$ cat src/rtl/bus_xcvr_ctrl.sv
// Sequencer for a 74x245-style bus transceiver: turns single read/write requests
// into ordered DIR/nOE control and device strobes with a guarded direction turnaround.
module bus_xcvr_ctrl #(
    parameter int WIDTH         = 8,
    parameter int ACCESS_CYCLES = 2,
    parameter int TURN_CYCLES   = 1
) (
    input  logic             clk,
    input  logic             rst,
    input  logic             req_valid,
    output logic             req_ready,
    input  logic             req_write,
    input  logic [WIDTH-1:0] req_wdata,
    output logic             rsp_valid,
    output logic [WIDTH-1:0] rsp_rdata,
    output logic             xcvr_dir,
    output logic             xcvr_noe,
    output logic [WIDTH-1:0] a_out,
    output logic             a_out_en,
    input  logic [WIDTH-1:0] a_in,
    output logic             dev_nrd,
    output logic             dev_nwr,
    output logic [1:0]       dbg_state
);

    localparam int MAX_CYC = (ACCESS_CYCLES > TURN_CYCLES) ? ACCESS_CYCLES : TURN_CYCLES;
    localparam int CW      = $clog2(MAX_CYC) + 1;

    typedef enum logic [1:0] {
        S_IDLE   = 2'd0,
        S_TURN   = 2'd1,
        S_ACCESS = 2'd2,
        S_HOLD   = 2'd3
    } state_t;

    state_t          state_q;
    logic [CW-1:0]   cnt_q;
    logic            wr_q;
    logic            dir_q;
    logic            noe_q;
    logic            nrd_q;
    logic            nwr_q;
    logic            rsp_valid_q;
    logic [WIDTH-1:0] rdata_q;
    logic [WIDTH-1:0] aout_q;

    // Handshake: a request transfers on a rising edge where req_valid & req_ready;
    // req_ready is high only in IDLE and never while rst is asserted.
    assign req_ready = (state_q == S_IDLE) && !rst;
    assign rsp_valid = rsp_valid_q;
    assign rsp_rdata = rdata_q;
    assign xcvr_dir  = dir_q;
    assign a_out_en  = dir_q;
    assign xcvr_noe  = noe_q;
    assign a_out     = aout_q;
    assign dev_nrd   = nrd_q;
    assign dev_nwr   = nwr_q;
    assign dbg_state = state_q;

    always_ff @(posedge clk) begin
        if (rst) begin
            state_q     <= S_IDLE;
            cnt_q       <= '0;
            wr_q        <= 1'b0;
            dir_q       <= 1'b0;
            noe_q       <= 1'b1;
            nrd_q       <= 1'b1;
            nwr_q       <= 1'b1;
            rsp_valid_q <= 1'b0;
            rdata_q     <= '0;
            aout_q      <= '0;
        end else begin
            rsp_valid_q <= 1'b0;
            case (state_q)
                S_IDLE: begin
                    if (req_valid) begin
                        wr_q   <= req_write;
                        aout_q <= req_wdata;
                        // Direction flips only here, while nOE is already high.
                        if (req_write != dir_q) begin
                            state_q <= S_TURN;
                            dir_q   <= req_write;
                            cnt_q   <= CW'(TURN_CYCLES - 1);
                        end else begin
                            state_q <= S_ACCESS;
                            noe_q   <= 1'b0;
                            nwr_q   <= ~req_write;
                            nrd_q   <= req_write;
                            cnt_q   <= CW'(ACCESS_CYCLES - 1);
                        end
                    end
                end
                S_TURN: begin
                    if (cnt_q == '0) begin
                        state_q <= S_ACCESS;
                        noe_q   <= 1'b0;
                        nwr_q   <= ~wr_q;
                        nrd_q   <= wr_q;
                        cnt_q   <= CW'(ACCESS_CYCLES - 1);
                    end else begin
                        cnt_q <= cnt_q - CW'(1);
                    end
                end
                S_ACCESS: begin
                    if (cnt_q == '0) begin
                        state_q     <= S_HOLD;
                        nrd_q       <= 1'b1;
                        nwr_q       <= 1'b1;
                        rsp_valid_q <= 1'b1;
                        if (!wr_q) begin
                            rdata_q <= a_in;
                        end
                    end else begin
                        cnt_q <= cnt_q - CW'(1);
                    end
                end
                S_HOLD: begin
                    // nOE stayed low through this cycle so write data outlives nWR.
                    state_q <= S_IDLE;
                    noe_q   <= 1'b1;
                end
                default: begin
                    state_q <= S_IDLE;
                    noe_q   <= 1'b1;
                    nrd_q   <= 1'b1;
                    nwr_q   <= 1'b1;
                end
            endcase
        end
    end

endmodule

$ cat config.mk
export PLATFORM = sky130hd
export DESIGN_NAME = bus_xcvr_ctrl
export DESIGN_NICKNAME = d
export VERILOG_FILES = /design/src/rtl/bus_xcvr_ctrl.sv
export SDC_FILE = /design/constraint.sdc
export NUM_CORES = 1
export LEC_CHECK = 0
export BUFFER_PORTS_ARGS = -buffer_cell sky130_fd_sc_hd__buf_2
export CAP_MARGIN = 40
export CORE_MARGIN = 2
export CORE_UTILIZATION = 48
export DETAILED_ROUTE_END_ITERATION = 7
export GPL_ROUTABILITY_DRIVEN = 0
export PLACE_DENSITY = 0.9
export SLEW_MARGIN = 20
export SYNTH_ARGS = -nofsm -noshare
export SYNTH_HDL_FRONTEND = slang
export SYNTH_SLANG_ARGS = --single-unit
export TNS_END_PERCENT = 5
$ cat constraint.sdc
create_clock -name clk -period 2.2 [get_ports clk]
set_clock_uncertainty 0.05 [all_clocks]
set_input_delay 0.44 -clock clk [delete_from_list [all_inputs] [get_ports clk]]
set_output_delay 0.44 -clock clk [all_outputs]
set_load 0.02 [all_outputs]
**After elaboration in Yosys (flattened, before gate mapping)**

Index checks and enable logic that the tools add are counted.
Widths: inputs -> output; s select.

- Reductions and logical operators: 14
- $lt $le $gt $ge: 0
- $add $sub $neg: 1
- Mux-type cells: 24
- Divide/modulo/power cells: 0
- $mul: 0
- Equality and inequality tests: 9
- Bitwise gates (word level): 3
- Shift operators: 0

Operator list:

| operator | count |
|---|---|
| $mux 2 | 7 |
| $mux 1 | 12 |
| $reduce_and 3->1 | 4 |
| $ne 2x2->1 const B | 5 |
| $pmux 1 s3 | 3 |
| $pmux 2 s4 | 1 |
| $pmux 2 s3 | 1 |
| $reduce_bool 3->1 | 2 |
| $reduce_and 5->1 | 1 |
| $eq 2x2->1 const B | 2 |
| $logic_not 2->1 | 2 |
| $reduce_and 4->1 | 1 |
| $not 1->1 | 3 |
| $eq 2x1->1 const B | 1 |
| $reduce_and 2->1 | 1 |
| $reduce_or 2->1 | 1 |
| $sub 2x1->2 const B | 1 |
| $logic_and 1x1->1 | 1 |
| $logic_not 1->1 | 1 |
| $ne 1x1->1 | 1 |

- Memories: 0
- Logic and storage cells: 61
- Bits in latches: 0
- Input port bits: 20
- Memory bits (read-only): 0
- Output and inout port bits: 25
- Register bits after elaboration: 26
- RAM bits: 0

**Logic depth before layout (Yosys ltp)**

Gate-level depths: netlist of run 1.

- Depth in word-level cells: 4
- Gate-level depth with buffers: 7
- Gate-level depth less buffers: 6

**Least setup slack after synthesis of run 1**

Ideal clock, no wire load.

- Kind: register -> register
- From: reg state_q[0], in the netlist dbg_state[0]
- To: reg nwr_q, in the netlist dev_nwr
- Required time: 2.030 ns
- Period minus slack after synthesis: 2.068 ns
- Buffers on the path: 1
- Cell stages (with the launch flop): 8
- Setup slack: 0.132 ns
- Arrival time: 1.899 ns
- Setup time: 0.120 ns
- Cell sequence: dfxtp_1 inv_1 ha_1 buf_6 o21ba_1 a2111oi_4 nor2b_1 a211o_1

- Word-level cells in the longest chain between the ends: 3
- Elaborated cells on any way between the ends: 10
- Those cells by class: eq/ne: 6; mux: 1; reduce/logical: 3

Ends and longest elaborated chain:

| what | RTL line | text |
|---|---|---|
| from (decl) | 36 | `state_t state_q;` |
| from (signal assigned) | 62 | `state_q <= S_IDLE;` |
| from (signal assigned) | 81 | `state_q <= S_TURN;` |
| from (signal assigned) | 85 | `state_q <= S_ACCESS;` |
| $eq 2x1->1, or another cell as far along | 74 | `case (state_q)` |
| $ne 2x2->1 (no source line) / $reduce_bool 3->1 (equally long branches) | - |  |
| $reduce_and 5->1 (no source line) | - |  |
| to (signal assigned) | 87 | `nwr_q <= ~req_write;` |
| to (signal assigned) | 97 | `nwr_q <= ~wr_q;` |
| to (decl) | 42 | `logic nwr_q;` |

Several ways; a longest one is shown, not always the timed one.
A chain may end at the register's enable or synchronous reset.

**Worst setup path in the final report of run 1**

Ends and elaborated chain as after synthesis.

==> impl_metrics.ini, run 1 <==
[grt]
grt_overflow = 0
grt_max_degree = 29
grt_pass1_wl_mm = 4.07
grtUsageTotal = 0.186
first_global_vias = 949
antenna_found_initial = 0

[pwr]
totalPowerFinal_w = 0.00202
p_leak_nw = 0.756
irDropWorstVdd_v = 0.00103
pwr-share-seq = 0.327
power.switching_w = 0.000843
p_comb_frac = 0.508
p_per_area_nw_per_um2 = 1330
p_int_w = 0.00118
switching_share = 0.416
clkPwrFrac = 0.165

[critical_path]
startpoint_type = register
critPathRequiredTime_ns = 2.40
crit_path_max_fanout = 7
crit_arrival_ns = 2.27
crit_type = reg -> reg
cp-end-kind = register

[place]
portBuffers = 44
dp_hpwl_mm = 1.92

[drt]
wl_per_cell_um = 12.7
viasPerCell = 5.30
drc = 0
drt_first_pass_iters = 4
vias = 1118
drt_iter0_markers = 26
ant_nets = 0
wl_mm = 2.68

[run_status]
status = finished, final reports clean

[clocking]
ctsResizeCount = 0
numClockSinks = 26
cts.htree.levels = 1
cts_root_buf = clkbuf_4
cts_buffers = 3
cts_setup_buffers = 0
holdBufCountCts = 0
clk-insertion-delay-late_ns = 0.34
path_clk_slew_ns = 0.15
cts_tree = yes
clockBufferDepth = 2

[yosys]
synth_area_leaders = dfxtp_1 42%, ha_1 10%, a21oi_1 7.3%
yosys-top-cells-count = 26 x dfxtp_1, 18 x a21oi_1, 17 x nor2_1, 11 x nand2_1
yosys.area.top_type_share = 0.423
synth_edf_count = 0
async_reset_ff_frac = 0
syn_nets = 168
yosysUniqueCellTypes = 25
yosysTopAreaCell = dfxtp_1
synth-seq-cells = 26
synth_flop_cell = dfxtp_1
syn_inst = 138
synth_area_sq_um = 1230
ys_seq_area_frac = 0.423
yosysMostFrequentCell = dfxtp_1
syn_avg_cell_area_sq_um = 8.92
yosys_warnings = 0

[job]
drv_cap = 0

[timing]
relSlewSlack = 0.637
fin_hold_ws_ns = 0.272
post-route-min-period_ns = 2.07
drv_slew = 0
timing.fmax_mhz = 484
rsz0062_at_grt = false
hold_violations = 0
setup-tns-final_ns = 0
setup_viol = 0
max_slew.worst_pin.slew_ns = 0.531
fin_crit_sh = 0.940

[die]
die_x_um = 54.6
start_util = 0.502
io_pins = 45
dieArea_sq_um = 2990
rows = 18
design.core.area_sq_um = 2450
die_y_um = 54.6

[finish]
ff_latch_area_sq_um = 520
fillers = 217
nNetsFinal = 212
area_delta_synth_final_pct = 23.4
utilization = 0.619
multiInputGateArea_sq_um = 651
drive_gt1_frac = 0.293
antennaDiodeCount = 0

[hold_path]
hold_path_class = in -> reg
final cells by class:
class | count | share of cell area
clock buffers | 3 | 0.0148
clock inverters | 1 | 0.0198
inverters | 6 | 0.0148
multi-input cells | 99 | 0.428
flip-flops and latches | 26 | 0.343
well taps | 30 | 0.0247
repair buffers | 46 | 0.155
kinds of logic after synthesis:
group / count (synthesis) / synth area share
xor+xnor: 2 / 0.0142
buf+inv: 13 / 0.0488
mux: 9 / 0.0732
compound gates: 29 / 0.161
simple gates: 49 / 0.179
fa+ha+maj: 10 / 0.102
flops: 26 / 0.423
power groups by stage:
stage	Clock (W)	Combinational (W)	Sequential, W
final	0.000335	0.00103	0.000661
after global routing	0.000353	0.00113	0.000676
after CTS	0.000337	0.00103	0.000661
after detailed placement	0	0.00102	0.000671
after global placement	0	0.000997	0.000668
after floorplan	0	0.000648	0.000790
placed cells by master, fill, tap and decap left out, drive strengths merged, types with 2 or more instances in the layout:
master,synthesis,routed
buf,2,46
dfxtp,26,26
a21oi,18,18
nor2,17,17
nand2,11,11
nand3,10,10
ha,10,10
mux2i,9,9
inv,6,6
nor2b,5,5
a211oi,3,3
nor3,3,3
clkbuf,5,3
a2111oi,3,3
o21ai,2,2
final timing paths:
path                startpoint      endpoint  slack, ns  depth (start not counted)
setup / recovery  dbg_state[0]       dev_nwr       0.13                          6
hold / removal         a_in[7]  rsp_rdata[7]       0.27                          3
setup reg to reg  dbg_state[0]       dev_nwr       0.13                          6
hold reg to reg       a_out[7]      a_out[7]       0.41                          2
metrics by stage:
step | cells | worst slack, ns | area (sq um)
final | 211 | 0.133 | 1520
after floorplan | 138 | 0.132 | 1230
after global placement | 207 | 0.268 | 1470
after CTS | 211 | 0.143 | 1520
after detailed placement | 207 | 0.182 | 1470
after global routing | 211 | 0.0282 | 1520
routing by layer:
layer  vias up  track usage  wire length [um]
li1        557            -                 -
met1       515        0.242              1080
met2        41        0.302              1350
met3         5       0.0410               203
met4         0       0.0625                40
met5         -            0                 0
worst max-delay path, cell delays in order (launching register included):
cell and delay [ns]:
dfxtp_1 0.47, inv_1 0.13, ha_1 0.30, o21ba_1 0.26
a2111oi_4 0.41, nor2b_1 0.09, a211o_1 0.27
registers in the layout, indices dropped and copies added (netlist names):
register,cells
dbg_state,2
rsp_valid,1
dev_nwr,1
a_out_en,1
cnt_q,2
wr_q,1
dev_nrd,1
xcvr_noe,1
rsp_rdata,8
a_out,8
Power figures use the tool's default switching activity.
==> run 2: changes to the inputs <==
CORE_UTILIZATION = 52   (was 48)
PLACE_DENSITY = 0.95   (was 0.9)
clock period = 2.7 ns   (was 2.2 ns; I/O delays follow)
==> run 2 against run 1 <==
Compared with the run above:
- register-to-register slack better by 0.44 ns
- maximum frequency is 2.8% lower
- cell count is 1.9% lower
- worst setup slack better by 0.44 ns
- non-clock buffer count is 2 lower
- global-route usage is 1.7 points higher
- sequential cell count stayed put
- routed wire length is 1.0% lower
==> impl_metrics.ini, run 2 (synthesis gave the netlist of run 1 again) <==
[run_status]
status = finished, final reports clean

[timing]
timing.fmax_mhz = 470
rsz0062_at_grt = false
fin_crit_sh = 0.788
fin_hold_ws_ns = 0.384
post-route-min-period_ns = 2.13
hold_violations = 0
max_slew.worst_pin.slew_ns = 0.545
setup-tns-final_ns = 0
relSlewSlack = 0.627
post-route-worst-setup-slack_ns = 0.573
setup_viol = 0
drv_slew = 0

[finish]
area_delta_synth_final_pct = 22.0
layout_commonest_cell = buf_2
antennaDiodeCount = 0
drive_gt1_frac = 0.285
fillers = 182
final_cell_count_no_fill = 207
nNetsFinal = 210
layout.cells.most_common_list = 44 x buf_2, 26 x dfxtp_1, 18 x a21oi_1

[clocking]
holdBufCountCts = 0
cts_tree = yes
cts.htree.levels = 1
cts_buffers = 3
numClockSinks = 26
cts_setup_buffers = 0
cts_root_buf = clkbuf_4
clk-insertion-delay-late_ns = 0.33
clockBufferDepth = 2
path_clk_slew_ns = 0.14
ctsResizeCount = 0

[die]
die_y_um = 52.7
rows = 17
io_pins = 45
start_util = 0.551
die_x_um = 52.7
dieArea_sq_um = 2770
design.core.area_sq_um = 2230

[drt]
viasPerCell = 5.33
wl_per_cell_um = 12.8
vias = 1103
wl_mm = 2.65
drc = 0
ant_nets = 0
drt_iter0_markers = 27
drt_first_pass_iters = 4

[critical_path]
startpoint_type = register
ff2ff_path_depth = 6
crit_start = dbg_state[0]
critPathRequiredTime_ns = 2.86
timing.rr.start = dbg_state[0]
crit_arrival_ns = 2.29
crit_type = reg -> reg
cp-end-kind = register
crit_path_max_fanout = 15

[grt]
grtUsageTotal = 0.203
antenna_found_initial = 0
grt_max_degree = 30
grt_overflow = 0
grt_pass1_wl_mm = 4.20
first_global_vias = 993

[place]
preCtsSetupSlack_ns = 0.603
dp_hpwl_mm = 1.98
dp.cells = 203
portBuffers = 44

[pwr]
irDropWorstVdd_v = 0.000900
p_per_area_nw_per_um2 = 1090
p_leak_nw = 0.746

[job]
drv_cap = 0

[hold_path]
hold_start = a_in[6]
min_path_cells = 3
hold_path_class = in -> reg
==> run 2: area by class of cell <==
| class | count | area, sq um | area share |
|---|---|---|---|
| multi-input combinational | 99 | 651 | 0.433 |
| inverter | 6 | 22.5 | 0.0150 |
| clock buffer | 3 | 22.5 | 0.0150 |
| clock inverter | 1 | 30.0 | 0.0200 |
| timing repair buffer | 44 | 220 | 0.147 |
| sequential | 26 | 520 | 0.347 |
| tap | 28 | 35.0 | 0.0233 |
==> run 2: worst paths after layout <==
path | endpoint | slack [ns]
min reg2reg | a_out[4] | 0.42
max reg2reg | cnt_q[0] | 0.57
max | cnt_q[0] | 0.57
min | rsp_rdata[6] | 0.38
==> run 2: where the power goes <==
group | switching (W) | total (W) | internal [W] | leakage, nW
Combinational | 0.000500 | 0.000825 | 0.000325 | 0.505
Clock | 0.000119 | 0.000269 | 0.000150 | 0.0279
Sequential | 0.0000624 | 0.000540 | 0.000478 | 0.213
Total | 0.000681 | 0.00163 | 0.000953 | 0.746
==> run 2: routing by layer <==
metal	track usage	wire length, um	vias to the layer above
met4	0.0598	26	0
met3	0.0600	172	5
met2	0.331	1330	37
met1	0.258	1120	509
li1	-	-	552
met5	0	0	-
==> run 2: per-stage QoR <==
stage / util / total power (W) / area, sq um
after floorplan: - / 0.00117 / 1230
after global placement: 0.649 / 0.00132 / 1450
after detailed placement: 0.649 / 0.00137 / 1450
final: 0.672 / 0.00163 / 1500
after global routing: 0.672 / 0.00175 / 1500
after CTS: 0.672 / 0.00164 / 1500
==> run 2: worst max-delay path, cell delays in order, from the launching register on <==
cell      delay, ns
dfxtp_1        0.45
inv_1          0.13
ha_1           0.39
nor2b_1        0.27
a211oi_1       0.42
o221a_2        0.27
nor3_1         0.04
